**config.mk**
```make
export PLATFORM = sky130hd
export DESIGN_NAME = interp_timing_ctrl
export DESIGN_NICKNAME = d
export VERILOG_FILES = /design/src/rtl/interp_timing_ctrl.sv
export SDC_FILE = /design/constraint.sdc
export NUM_CORES = 1
export LEC_CHECK = 0
export CAP_MARGIN = 20
export CORE_ASPECT_RATIO = 0.7
export CORE_MARGIN = 2
export CORE_UTILIZATION = 52
export DETAILED_ROUTE_END_ITERATION = 8
export GPL_TIMING_DRIVEN = 0
export HOLD_SLACK_MARGIN = 0.1
export PLACE_DENSITY = 0.8
export SLEW_MARGIN = 20
export SYNTH_ARGS = -nofsm -noshare
export SYNTH_HDL_FRONTEND = slang
export SYNTH_SLANG_ARGS = --single-unit
```
**constraint.sdc**
```tcl
create_clock -name clk -period 3.1 [get_ports clk]
set_input_delay 0.93 -clock clk [delete_from_list [all_inputs] [get_ports clk]]
set_output_delay 0.93 -clock clk [all_outputs]
set_load 0.01 [all_outputs]
```
**src/rtl/interp_timing_ctrl.sv**
```systemverilog
// interp_timing_ctrl: NCO timing controller that pulls samples on phase wraps and
// presents coherent x_out/mu pairs to the parabolic interpolator.
module interp_timing_ctrl #(
    parameter int DATA_W    = 13,
    parameter int MU_W      = 13,
    parameter int FRAC_BITS = 11,
    parameter int PHASE_W   = 24
) (
    input  logic                     clk,
    input  logic                     rst,
    input  logic                     enable,
    input  logic [PHASE_W-1:0]       step,
    input  logic signed [DATA_W-1:0] in_data,
    input  logic                     in_valid,
    output logic                     in_ready,
    output logic signed [DATA_W-1:0] x_out,
    output logic [MU_W-1:0]          mu,
    output logic                     out_strobe,
    output logic                     new_sample,
    output logic                     underrun,
    output logic [15:0]              sample_cnt
);
    typedef enum logic [1:0] {IDLE, FILL, RUN, STALL} state_t;
    state_t state;
    logic [PHASE_W-1:0] phase, step_q;
    logic [PHASE_W:0] sum;
    logic carry, hs;
    assign sum        = {1'b0, phase} + {1'b0, step_q};
    assign carry      = sum[PHASE_W];
    assign in_ready   = state == FILL || state == STALL || (state == RUN && carry);
    assign hs         = in_ready && in_valid;
    assign out_strobe = state == RUN;
    assign mu         = MU_W'(phase[PHASE_W-1 -: FRAC_BITS]);
    always_ff @(posedge clk or negedge rst) begin
        if (!rst) begin
            state      <= IDLE;
            phase      <= '0;
            step_q     <= '0;
            x_out      <= '0;
            sample_cnt <= '0;
            new_sample <= 1'b0;
            underrun   <= 1'b0;
        end else begin
            new_sample <= hs;
            if (hs) begin
                x_out      <= in_data;
                sample_cnt <= sample_cnt + 16'd1;
            end
            case (state)
                IDLE: if (enable) begin
                    state    <= FILL;
                    step_q   <= step;
                    underrun <= 1'b0;
                end
                FILL: if (in_valid) begin
                    phase <= '0;
                    state <= RUN;
                end
                RUN: begin
                    phase <= sum[PHASE_W-1:0];
                    if (carry && !in_valid) begin
                        underrun <= 1'b1;
                        state    <= STALL;
                    end
                end
                STALL: if (in_valid) state <= RUN;
                default: state <= IDLE;
            endcase
            // dropping enable wins over the transition above, but the handshake still lands
            if (!enable && state != IDLE) state <= IDLE;
        end
    end
endmodule

```
# Yosys cells after proc, flatten, opt, wreduce, memory -nomap -nowiden
# Cells that the tools add are included.
totals:
  reg_bits: 81
  input_bits: 41
  output_inout_bits: 46
  wordCells: 45
classes:
  addsub: 2
  eq_ne: 9
  n_mux: 10
  n_reduce_logical: 17
op_table:
  columns: ["op", "n"]
  rows:
  - ["$pmux W24 S2", 1]
  - ["$add A24 B24 Y25", 1]
  - ["$mux W24", 1]
  - ["$add A16 B1 Y16 const B", 1]
  - ["$mux W2", 4]
  - ["$ne A3 B1 Y1 const B", 2]
  - ["$pmux W2 S3", 1]
  - ["$reduce_and A3 Y1", 2]
  - ["$reduce_bool A2 Y1", 3]
  - ["$eq A2 B2 Y1 const B", 2]
  - ["$logic_and A1 B1 Y1", 4]
  - ["$ne A2 B2 Y1 const B", 2]
  - ["$reduce_and A2 Y1", 2]
  - ["$ne A3 B3 Y1 const B", 1]
  - ["$eq A2 B1 Y1 const B", 1]
  - ["$logic_not A1 Y1", 2]
  - ["$logic_not A2 Y1", 1]
  - ["$logic_or A1 B1 Y1", 2]
  - ["$mux W1", 2]
  - ["$ne A2 B1 Y1 const B", 1]
  - ["$pmux W1 S2", 1]
  - ["$reduce_or A2 Y1", 1]

# Depth between registers and ports, before layout
# Gate-level depths: netlist (run 1).
depth:
  ltp_word: 5
  depth_mapped: 14
  mapped_depth_nobuf: 12

# Least setup slack after synthesis (run 1)
# No wires, ideal clock.
synth_path:
  kind: "register -> output"
  startpoint: "register phase[12]"
  endpoint: "output in_ready"
  t_arrival_ps: 1856
  required_ps: 2170
  slack_ps: 314
  path_stages_with_launch: 8
  path_buffers: 0
  cell_sequence: "dfrtp_1 -> ha_1 -> a21oi_1 -> nand2_1 -> a211o_1 -> a32oi_1 -> nand3_2 -> a21o_1"
synth_via:
  elab_chain_cells: 3
synth_rtl:
  columns: ["item", "line_no", "text"]
  rows:
  - ["start, declared", "25", "logic [PHASE_W-1:0] phase, step_q;"]
  - ["start signal, assigned", "60", "phase <= sum[PHASE_W-1:0];"]
  - ["$add A24 B24 Y25", "28", "assign sum = {1'b0, phase} + {1'b0, step_q};"]
  - ["$logic_and A1 B1 Y1", "30", "assign in_ready = state == FILL || state == STALL || (state == RUN && carry);"]
  - ["$logic_or A1 B1 Y1", "30", null]
  - ["end, declared", "15", "output logic in_ready,"]
# No other way between the ends.

# Worst setup path after layout (run 1)
layout_path:
  startpoint: "register phase[17]"
  endpoint: "output in_ready"
# The elaborated chain is that of the path after synthesis.

==> summary.txt, run 1 <==
Yosys
  – Cells after Synth: 452
  – Asr flop ratio synth: 100%
  – Register area share after synthesis: 45.8%
  – Mean Syn Cell Area: 9.79 µm²
  – Register bit total from synthesis: 81
  – Cell variety after synth: 54
  – EDFF count, synth: 0
  – Yosys Warn Count: 0
  – Synthesized area: 4420 µm²
  – Synth Flop Type: dfrtp_1

Floorplan
  – Die area: 9270 µm²
  – Chip height: 81.2 µm
  – Die width: 114 µm
  – # rows: 28
  – # IOs: 87
  – Core area: 8340 µm²
  – Initial Util: 53.0%

Layout
  – Share of post-route cells with drive strength above 1: 18.5%
  – Core Util, Final: 71.7%
  – Antenna cells: 0
  – Design Area, Final: 5980 µm²
  – NumNets Final: 629
  – Synth-to-layout area growth: 35.1%
  – Fillcell total: 623
  – Reg area: 2030 µm²
  – Footprint of the multi-input gates: 2340 µm²

Timing
  – Setup violators final: 1
  – Slew headroom: 56.0%
  – Setup Skew: 0.00830 ns
  – Fmax: 0.315 GHz
  – Final period util: 103%
  – Final setup margin: -0.0793 ns
  – RSZ-0062 raised after global routing: true
  – Fin. Hold Viols: 0
  – Final Max Tran Viols: 0
  – Worst slew pin tran: 0.660 ns
  – Final min period: 3.18 ns

Route
  – Final WL: 10400 µm
  – Vias post-DR: 3658
  – DR WL/cell: 15.4 µm
  – DR pass1 iterations: 5
  – ANT nets after route: 0
  – Vias per cell: 5.44
  – DRC Markers: 0
  – Iter 0 DRT Violations: 274

Clock network
  – Clock Tree Root: clkbuf_16
  – Clk buf depth: 2
  – Worst-Skew Late Latency: 0.34 ns
  – TritonCTS Sinks: 81
  – H-tree depth: 3
  – CTS tree: built
  – Clock-pin slew on the worst setup and hold paths: 0.06 ns
  – Num CTS Buffers: 9
  – Post-CTS Hold Buffers: 0

Worst setup path
  – Worst Setup SP: phase[17]
  – Worst-path cell with the longest stage delay: dfrtp_1
  – Worst Setup Start Kind: flop
  – Setup crit end kind: output port
  – Critical path class: reg -> out
  – Slowest Stage Delay on Critical Path: 0.42 ns
  – CP Cell Sequence: ha_4 -> buf_6 -> nand2_4 -> or3_4 -> nor3_4 -> a32oi_2 -> nand3_2 -> a21o_1 -> buf_2
  – CP required: 2.17 ns
  – CP max FO: 4
  – Worst R2R Start: phase[7]
  – Crit path DAT: 2.25 ns

Min path
  – Hold Path Class: reg -> reg
  – Min-Delay Startpoint: sample_cnt[15]

Outcome
  – Status: complete, but fails checks
  – Failing checks: setup timing

Power
  – PwrDens: 943 nW/µm²
  – Max VDD drop: 453 µV
  – Leak pwr: 0.00275 µW

Place
  – Gpl congestion: 0.855
  – IO Port Bufs: 84
  – Hpwl dp: 7290 µm
  – DP Area: 5420 µm²

Global routing
  – Grt ovf: 0
  – Met3 usage: 6.12%
  – Global-route wire length before repair: 17200 µm
  – Initial antenna violation count: 0
  – Gr busiest metal: met2
  – Total track usage: 23.6%
  – GRT met1 Usage: 31.8%
  – Largest net degree at the start of global routing: 56
  – GR met2 Demand/Resource: 37.0%
  – Vias in the first global route: 3632

Run
  – Max-cap violations: 0
-- path summary, 6_finish.rpt --
path,end,slack (ns),depth (start not counted)
hold / removal,sample_cnt[15],0.47,1
setup / recovery,in_ready,-0.08,9
hold reg to reg,sample_cnt[15],0.47,1
max in group asynchronous,phase[15],2.02,2
setup reg to reg,phase[20],0.33,11
min in group asynchronous,phase[5],0.50,1
-- registers in the layout (all words and copies together), names as in the netlist --
register	count
state	2
underrun	1
x_out	13
phase	24
sample_cnt	16
step_q	24
new_sample	1
-- what timing repair did --
item | in CTS | in global routing
gates cloned | 0 | 0
pin swaps | 6 | 10
gates resized for setup | 20 | 14
buffers inserted | 9 | 5
endpoints found under the setup margin | 1 | 1
-- per-layer routing --
metal	wire (µm)	vias to the layer above
li1	-	1778
met1	4700	1749
met2	4950	112
met3	581	19
met4	146	0
met5	0	-
-- stage by stage --
stage               TNS, ns  hold slack (ns)  worst slack, ns  instances  power [µW]
global placement    -141.78            0.458            -1.75        642        4070
finish              -0.0793            0.469          -0.0793        672        5630
floorplan                 0            0.456            0.314        453        3350
CTS                  -0.121            0.479           -0.121        668        5470
global route         -0.185            0.506           -0.185        672        6060
detailed placement   -0.464            0.464           -0.464        643        4180
-- worst max-delay path, delay by kind of cell, from the launching register on --
| kind | cells | cell delay, ns |
|---|---|---|
| flops | 1 | 0.42 |
| compound gates | 2 | 0.21 |
| buf+inv | 2 | 0.23 |
| fa+ha+maj | 1 | 0.28 |
| simple gates | 4 | 0.76 |
-- cell type report --
cell class | instances | share of cell area [%]
multi-input cells | 331 | 39.1
flip-flops and latches | 81 | 33.9
repair buffers | 99 | 16.2
clock buffers | 10 | 3.83
plain buffers | 26 | 2.76
well taps | 105 | 2.20
clock inverters | 6 | 1.13
inverters | 14 | 0.879
-- cell families (layout without fill, tap and decap cells) --
family	Yosys count	after routing	share of synthesized area [%]
xor gates and xnor gates	33	33	6.53
other	1	2	0.0848
AOI/OAI and AO/OA	98	98	13.6
adders and majority gates	26	26	7.52
muxes	24	24	6.08
and+or+nand+nor	148	148	15.5
DFF	81	81	45.8
buffers and inverters	41	155	4.87
-- Yosys cell counts, types with 2 or more instances --
cell / instances / area, µm²
dfrtp_1: 81 / 2030
nand2_1: 74 / 278
o21ai_0: 33 / 165
a21oi_1: 27 / 135
ha_1: 25 / 313
mux2_2: 23 / 259
nor2_1: 22 / 82.6
xor2_1: 21 / 184
buf_4: 13 / 97.6
nand3_1: 12 / 60.1
xnor2_1: 12 / 105
inv_1: 11 / 41.3
clkbuf_1: 8 / 30.0
a21o_1: 7 / 52.6
nor2b_1: 7 / 43.8
nor3_1: 6 / 30.0
nand4_1: 5 / 31.3
a22o_1: 4 / 35.0
a31oi_1: 4 / 25.0
and3_1: 4 / 25.0
buf_2: 4 / 20.0
nand2b_1: 4 / 25.0
nor4_1: 4 / 25.0
a211o_1: 3 / 26.3
a211oi_1: 2 / 15.0
and2_1: 2 / 12.5
inv_2: 2 / 7.51
o21a_1: 2 / 15.0
o21bai_1: 2 / 15.0
o311ai_0: 2 / 17.5
o31ai_1: 2 / 15.0
or3_1: 2 / 12.5
-- power breakdown --
group / leakage (µW) / total, µW / internal [µW] / switching [µW]
sequential: 0.00102 / 1670 / 1390 / 274
clock: 0.000139 / 1070 / 627 / 439
combinational: 0.00159 / 2900 / 1490 / 1410
-- layout by cell type, fill, tap and decap left out, drive strengths merged, types with 12 or more instances in the layout --
| master | n |
|---|---|
| a21oi | 28 |
| buf | 36 |
| clkbuf | 17 |
| clkdlybuf4s50 | 82 |
| dfrtp | 81 |
| ha | 25 |
| inv | 14 |
| mux2 | 23 |
| nand2 | 75 |
| nand3 | 13 |
| nor2 | 22 |
| o21ai | 35 |
| xnor2 | 12 |
| xor2 | 21 |
Power figures use the tool's default switching activity.
==> run 2: changes to the inputs <==
Settings changed: CORE_UTILIZATION 52 to 47, PLACE_DENSITY 0.8 to 0.77.
Clock period 3.1 ns to 2.7 ns, I/O delays scaled along.
==> summary.txt, run 2 (synthesis results as in run 1) <==
Global routing
  – Initial antenna violation count: 0 (unchanged)
  – Gr busiest metal: met2 (unchanged)
  – Total track usage: 21.6% (was 23.6%)
  – Vias in the first global route: 3641 (was 3632)
  – Met3 usage: 6.52% (was 6.12%)
  – Grt ovf: 0 (unchanged)
  – GRT met1 Usage: 29.1% (was 31.8%)
  – Global-route wire length before repair: 17600 µm (was 17200 µm)
  – GR met2 Demand/Resource: 33.7% (was 37.0%)
  – Largest net degree at the start of global routing: 55 (was 56)

Route
  – Vias post-DR: 3751 (was 3658)
  – Iter 0 DRT Violations: 266 (was 274)
  – Final WL: 11200 µm (was 10400 µm)
  – DR WL/cell: 16.0 µm (was 15.4 µm)
  – ANT nets after route: 0 (unchanged)
  – Vias per cell: 5.34 (was 5.44)
  – DR pass1 iterations: 5 (unchanged)
  – DRC Markers: 0 (unchanged)

Floorplan
  – Die area: 10200 µm² (was 9270 µm²)
  – # rows: 29 (was 28)
  – Core area: 9110 µm² (was 8340 µm²)
  – # IOs: 87 (unchanged)
  – Die width: 120 µm (was 114 µm)
  – Chip height: 85.2 µm (was 81.2 µm)
  – Initial Util: 48.6% (was 53.0%)

Worst setup path
  – CP max FO: 4 (unchanged)
  – Slowest Stage Delay on Critical Path: 0.41 ns (was 0.42 ns)
  – Setup crit end kind: output port (unchanged)
  – Worst-path cell with the longest stage delay: dfrtp_1 (unchanged)
  – Crit-path leading delay family: simple AND/OR/NAND/NOR gates (unchanged)
  – Worst Setup Start Kind: flop (unchanged)
  – R2R setup slack: -0.10 ns (was 0.33 ns)
  – CP bufs+invs: 2 (unchanged)
  – CP required: 1.89 ns (was 2.17 ns)
  – Worst R2R Path Depth: 15 (was 11)
  – CP Cell Sequence: ha_4 -> buf_6 -> nand2_4 -> or3_4 -> nor3_4 -> nand3_2 -> nand3_2 -> a21o_1 -> buf_6 (was ha_4 -> buf_6 -> nand2_4 -> or3_4 -> nor3_4 -> a32oi_2 -> nand3_2 -> a21o_1 -> buf_2)
  – Crit path DAT: 2.24 ns (was 2.25 ns)
  – Reg-to-reg endpoint: x_out[0] (was phase[20])
  – Worst R2R Start: phase[12] (was phase[7])
  – Critical path class: reg -> out (unchanged)

Layout
  – Most frequent cells in the layout: 82 x clkdlybuf4s50_1, 80 x dfrtp_1, 72 x nand2_1, 38 x buf_4, 32 x o21ai_0 (was 82 x clkdlybuf4s50_1, 81 x dfrtp_1, 73 x nand2_1, 33 x o21ai_0, 28 x buf_4)
  – Largest registers: phase x24, step_q x24, sample_cnt x16 (unchanged)
  – Synth-to-layout area growth: 42.7% (was 35.1%)
  – Share of post-route cells with drive strength above 1: 22.6% (was 18.5%)
  – Commonest non-fill, non-tap cell in the layout: clkdlybuf4s50_1 (unchanged)
  – Layout Cells excl Fill: 703 (was 672)
  – NumNets Final: 641 (was 629)
  – Reg area: 2030 µm² (about the same)
  – Footprint of the multi-input gates: 2500 µm² (was 2340 µm²)
  – Fillcell total: 658 (was 623)
  – Antenna cells: 0 (unchanged)

Timing
  – Setup violators final: 19 (was 1)
  – Final Max Tran Viols: 0 (unchanged)
  – Fin Hold WS: 0.385 ns (was 0.469 ns)
  – Setup Skew: 0.00779 ns (was 0.00830 ns)
  – Worst slew pin tran: 0.671 ns (was 0.660 ns)
  – Slew headroom: 55.3% (was 56.0%)
  – Final period util: 113%
  – Final setup margin: -0.347 ns (was -0.0793 ns)
  – Fmax: 0.328 GHz
  – Fin. Hold Viols: 0 (unchanged)
  – Final min period: 3.05 ns
  – RSZ-0062 raised after global routing: true (unchanged)

Min path
  – Hold Path Class: in -> async (was reg -> reg)

Clock network
  – Worst-Skew Late Latency: 0.34 ns (about the same)
  – H-tree depth: 3 (unchanged)
  – TritonCTS Sinks: 81 (unchanged)
  – CTS tree: built (unchanged)
  – Clock-pin slew on the worst setup and hold paths: 0.06 ns (about the same)
  – Post-CTS Hold Buffers: 0 (unchanged)
  – Clk buf depth: 2 (unchanged)
  – Num CTS Buffers: 9 (unchanged)
  – Clock Tree Root: clkbuf_16 (unchanged)

Place
  – Gpl congestion: 0.875 (was 0.855)
  – Hpwl dp: 7490 µm (was 7290 µm)
  – Worst slack at placement: -0.729 ns (was -0.464 ns)
  – Dpl cells: 662 (was 643)
  – IO Port Bufs: 84 (unchanged)

Power
  – Leak pwr: 0.00290 µW (was 0.00275 µW)
  – Max VDD drop: 525 µV (was 453 µV)
  – PwrDens: 1080 nW/µm² (was 943 nW/µm²)

Outcome
  – Failing checks: setup timing (unchanged)
  – Status: complete, but fails checks (unchanged)

Run
  – Max-cap violations: 0 (unchanged)
[run 2: cell count changes in the layout (fill, tap and decap cells not counted), moves of 2 or more]
cell and delta:
ha_2 -4, nor3_1 -3, buf_8 +2, nor3_2 +3
ha_4 +5, buf_4 +10, clkbuf_8 +2, a21oi_1 -2
buf_2 -3, nor4_1 -4, nor4_4 +4, a21oi_2 +2
buf_6 +4
[run 2: power breakdown]
group	leakage (µW)	switching [µW]	internal, µW
logic	0.00174	1760	1890
clock network	0.000149	478	766
registers	0.00101	334	1600
[run 2: final cells by class]
type	count	area share (%)
Buffer	25	2.97
Clock buffer	12	4.06
Clock inverter	4	0.813
Inverter	14	0.971
Multi-Input combinational cell	331	39.6
Sequential cell	81	32.1
Tap cell	124	2.46
Timing Repair Buffer	112	17.0
[run 2: repair_timing]
| action | in CTS | in global routing |
|---|---|---|
| setup buffers | 7 | 18 |
| hold endpoints to repair | 0 | 0 |
| cloned | 0 | 2 |
| gates resized for setup | 27 | 47 |
| endpoints found under the setup margin | 18 | 32 |
| pin swaps | 9 | 22 |
[run 2: metrics by stage]
stage | instance area (µm²) | utilization, % | setup TNS (ns) | power [µW]
2_1_floorplan | 4430 | - | 0 | 3840
3_3_place_gp | 5420 | 59.5 | -164.32 | 4690
3_5_place_dp | 5450 | 59.8 | -4.18 | 4810
4_1_cts | 5940 | 65.3 | -0.334 | 6380
5_1_grt | 6310 | 69.3 | -4.68 | 7280
6_report | 6310 | 69.3 | -1.48 | 6830
[run 2: how the worst max path moves through the flow]
stage | end | from | depth (start not counted) | slack (ns)
2_1_floorplan | in_ready | phase[12] | 7 | 0.03
3_3_place_gp | phase[5] | rst | 1 | -2.00
3_5_place_dp | in_ready | phase[0] | 10 | -0.73
4_1_cts | in_ready | step_q[0] | 10 | -0.33
5_1_grt | in_ready | step_q[17] | 9 | -0.44
6_report | in_ready | step_q[17] | 9 | -0.35
[run 2: layer usage]
layer | part of all wire [%] | vias up | wire length, µm
met4 | 1.9 | 0 | 210
met5 | 0 | - | 0
met3 | 6.3 | 21 | 711
met2 | 47 | 118 | 5330
li1 | - | 1807 | -
met1 | 44 | 1805 | 4970
[run 2: worst reg2reg max path, cell delays in order, from the launching register on]
cell     delay [ns]
dfrtp_1        0.41
ha_4           0.29
a21oi_4        0.15
nand2_1        0.07
a211o_1        0.30
a32oi_2        0.20
nand3_2        0.14
buf_4          0.15
buf_4          0.12
buf_6          0.11
o21ai_4        0.26
buf_8          0.20
inv_6          0.06
buf_6          0.14
nand2_1        0.07
nand2_1        0.04
==> run 3: changes to the inputs <==
Settings changed: CAP_MARGIN 20 to not set.
Clock period 2.7 ns to 2.59 ns, I/O delays scaled along.
==> summary.txt, run 3 (synthesis results as in run 1) <==
Timing
  – Slew headroom: 58.9% (was 55.3%)
  – Setup TNS: -0.677 ns (was -1.48 ns)
  – Setup Skew: 0.00653 ns (was 0.00779 ns)
  – Setup violators final: 6 (was 19)
  – Worst slew pin tran: 0.615 ns (was 0.671 ns)
  – Fin. Hold Viols: 0 (unchanged)
  – Final Max Tran Viols: 0 (unchanged)
  – Final period util: 118%
  – Fmax: 0.328 GHz
  – Final min period: 3.05 ns
  – Fin Hold WS: 0.352 ns (was 0.385 ns)
  – Final setup margin: -0.458 ns (was -0.347 ns)
  – RSZ-0062 raised after global routing: true (unchanged)

Floorplan
  – Die width: 120 µm (unchanged)
  – Chip height: 85.2 µm (unchanged)
  – Initial Util: 48.6% (unchanged)
  – # rows: 29 (unchanged)
  – Core area: 9110 µm² (unchanged)
  – # IOs: 87 (unchanged)
  – Die area: 10200 µm² (unchanged)

Worst setup path
  – CP max FO: 2 (was 4)
  – Worst Setup Start Kind: flop (unchanged)
  – Setup crit end kind: output port (unchanged)
  – Crit path DAT: 2.27 ns (was 2.24 ns)
  – CP bufs+invs: 2 (unchanged)
  – Crit-path leading delay family: adder cells (was simple AND/OR/NAND/NOR gates)
  – Slowest Stage Delay on Critical Path: 0.41 ns (about the same)
  – Critical path class: reg -> out (unchanged)
  – Most used cell, CP: nand3_2
  – CP Cell Sequence: ha_2 -> inv_2 -> fa_2 -> nor2b_4 -> o31ai_4 -> a21oi_2 -> nand3_2 -> nand3_2 -> a21o_1 -> buf_6 (was ha_4 -> buf_6 -> nand2_4 -> or3_4 -> nor3_4 -> nand3_2 -> nand3_2 -> a21o_1 -> buf_6)
  – CP required: 1.81 ns (was 1.89 ns)
  – Worst-path cell with the longest stage delay: fa_2 (was dfrtp_1)

Clock network
  – TritonCTS Sinks: 81 (unchanged)
  – CTS tree: built (unchanged)
  – Clock-pin slew on the worst setup and hold paths: 0.06 ns (about the same)
  – Post-CTS Hold Buffers: 0 (unchanged)
  – Clock Tree Root: clkbuf_16 (unchanged)
  – H-tree depth: 3 (unchanged)
  – Num CTS Buffers: 9 (unchanged)
  – Clk buf depth: 2 (unchanged)
  – Worst-Skew Late Latency: 0.34 ns (about the same)

Global routing
  – Initial antenna violation count: 0 (unchanged)
  – Largest net degree at the start of global routing: 55 (unchanged)
  – Global-route wire length before repair: 17800 µm (was 17600 µm)
  – Vias in the first global route: 3708 (was 3641)
  – Grt ovf: 0 (unchanged)
  – Total track usage: 22.0% (was 21.6%)

Outcome
  – Failing checks: setup timing (unchanged)
  – Status: complete, but fails checks (unchanged)

Place
  – Gpl congestion: 0.873 (was 0.875)
  – IO Port Bufs: 84 (unchanged)
  – Worst slack at placement: -0.811 ns (was -0.729 ns)
  – Dpl cells: 662 (unchanged)
  – Hpwl dp: 7540 µm (was 7490 µm)

Layout
  – Largest registers: phase x24, step_q x24, sample_cnt x16 (unchanged)
  – Antenna cells: 0 (unchanged)
  – Share of post-route cells with drive strength above 1: 24.0% (was 22.6%)
  – NumNets Final: 633 (was 641)
  – Footprint of the multi-input gates: 2550 µm² (was 2500 µm²)
  – Reg area: 2030 µm² (unchanged)
  – Layout Cells excl Fill: 695 (was 703)
  – Most frequent cells in the layout: 82 x clkdlybuf4s50_1, 80 x dfrtp_1, 74 x nand2_1, 31 x buf_4, 30 x o21ai_0 (was 82 x clkdlybuf4s50_1, 80 x dfrtp_1, 72 x nand2_1, 38 x buf_4, 32 x o21ai_0)
  – Fillcell total: 676 (was 658)
  – Synth-to-layout area growth: 42.3% (was 42.7%)
  – Commonest non-fill, non-tap cell in the layout: clkdlybuf4s50_1 (unchanged)

Route
  – DR WL/cell: 16.2 µm (was 16.0 µm)
  – DR pass1 iterations: 4 (was 5)
  – Final WL: 11300 µm (was 11200 µm)
  – Iter 0 DRT Violations: 186 (was 266)
  – Vias post-DR: 3718 (was 3751)
  – Vias per cell: 5.35 (was 5.34)
  – DRC Markers: 0 (unchanged)
  – ANT nets after route: 0 (unchanged)

Power
  – Power, Total: 7060 µW (was 6830 µW)
  – Leak pwr: 0.00290 µW (about the same)
  – PwrDens: 1120 nW/µm² (was 1080 nW/µm²)
  – Max VDD drop: 578 µV (was 525 µV)

Run
  – Max-cap violations: 0 (unchanged)

Min path
  – Hold Path Class: in -> async (unchanged)
==> run 3: path summary, 6_finish.rpt <==
path	start	depth (start not counted)	slack, ns	end
worst max-delay path	phase[0]	10	-0.46	in_ready
worst min-delay path	rst	1	0.35	step_q[19]
worst max register to register	step_q[0]	13	-0.06	phase[18]
worst min register to register	sample_cnt[15]	1	0.47	sample_cnt[15]
max in group asynchronous	rst	2	1.65	state[0]
min in group clk	sample_cnt[15]	1	0.47	sample_cnt[15]
==> run 3: where the power goes <==
group / leakage [µW] / total (µW) / internal (µW) / switching, µW
clock network: 0.000141 / 1290 / 774 / 519
logic: 0.00175 / 3750 / 1910 / 1850
registers: 0.00101 / 2020 / 1670 / 349
total: 0.00290 / 7060 / 4350 / 2710
==> run 3: worst register-to-register path, cell delays in order, from the launching register on <==
cell and delay, ns:
dfrtp_1 0.38, ha_2 0.21, inv_2 0.07, fa_2 0.24
nor2b_4 0.06, o31ai_4 0.20, a21oi_2 0.12, buf_4 0.15
buf_6 0.12, a211o_1 0.31, a31o_2 0.26, a21oi_2 0.14
xor2_1 0.17, o21ai_1 0.09
==> run 3: cell type report <==
| type | count | share of cell area, % |
|---|---|---|
| clock buffer | 10 | 3.80 |
| clock inverter | 6 | 1.05 |
| sequential | 81 | 32.2 |
| inverter | 14 | 0.894 |
| multi-input combinational | 331 | 40.6 |
| tap | 124 | 2.46 |
| timing repair buffer | 103 | 16.0 |
| buffer | 26 | 2.96 |
==> run 3: what timing repair did <==
item	in CTS	in global routing
resized for setup	38	49
endpoints found under the setup margin	33	48
gates cloned	0	1
pin swaps	5	29
setup buffers	7	11
==> run 3: routing by layer <==
metal	track usage [%]	share of wire, %	up-vias
met1	28.6	45	1804
met4	8.13	2.0	0
met2	36.2	48	93
li1	-	-	1799
met3	5.24	5.0	22
met5	0	0	-
==> run 3: per-stage QoR <==
stage / util [%] / instance area, µm²
3_5_place_dp: 59.9 / 5450
6_report: 69.1 / 6300
2_1_floorplan: - / 4430
4_1_cts: 66.0 / 6010
5_1_grt: 69.1 / 6300
3_3_place_gp: 59.6 / 5430
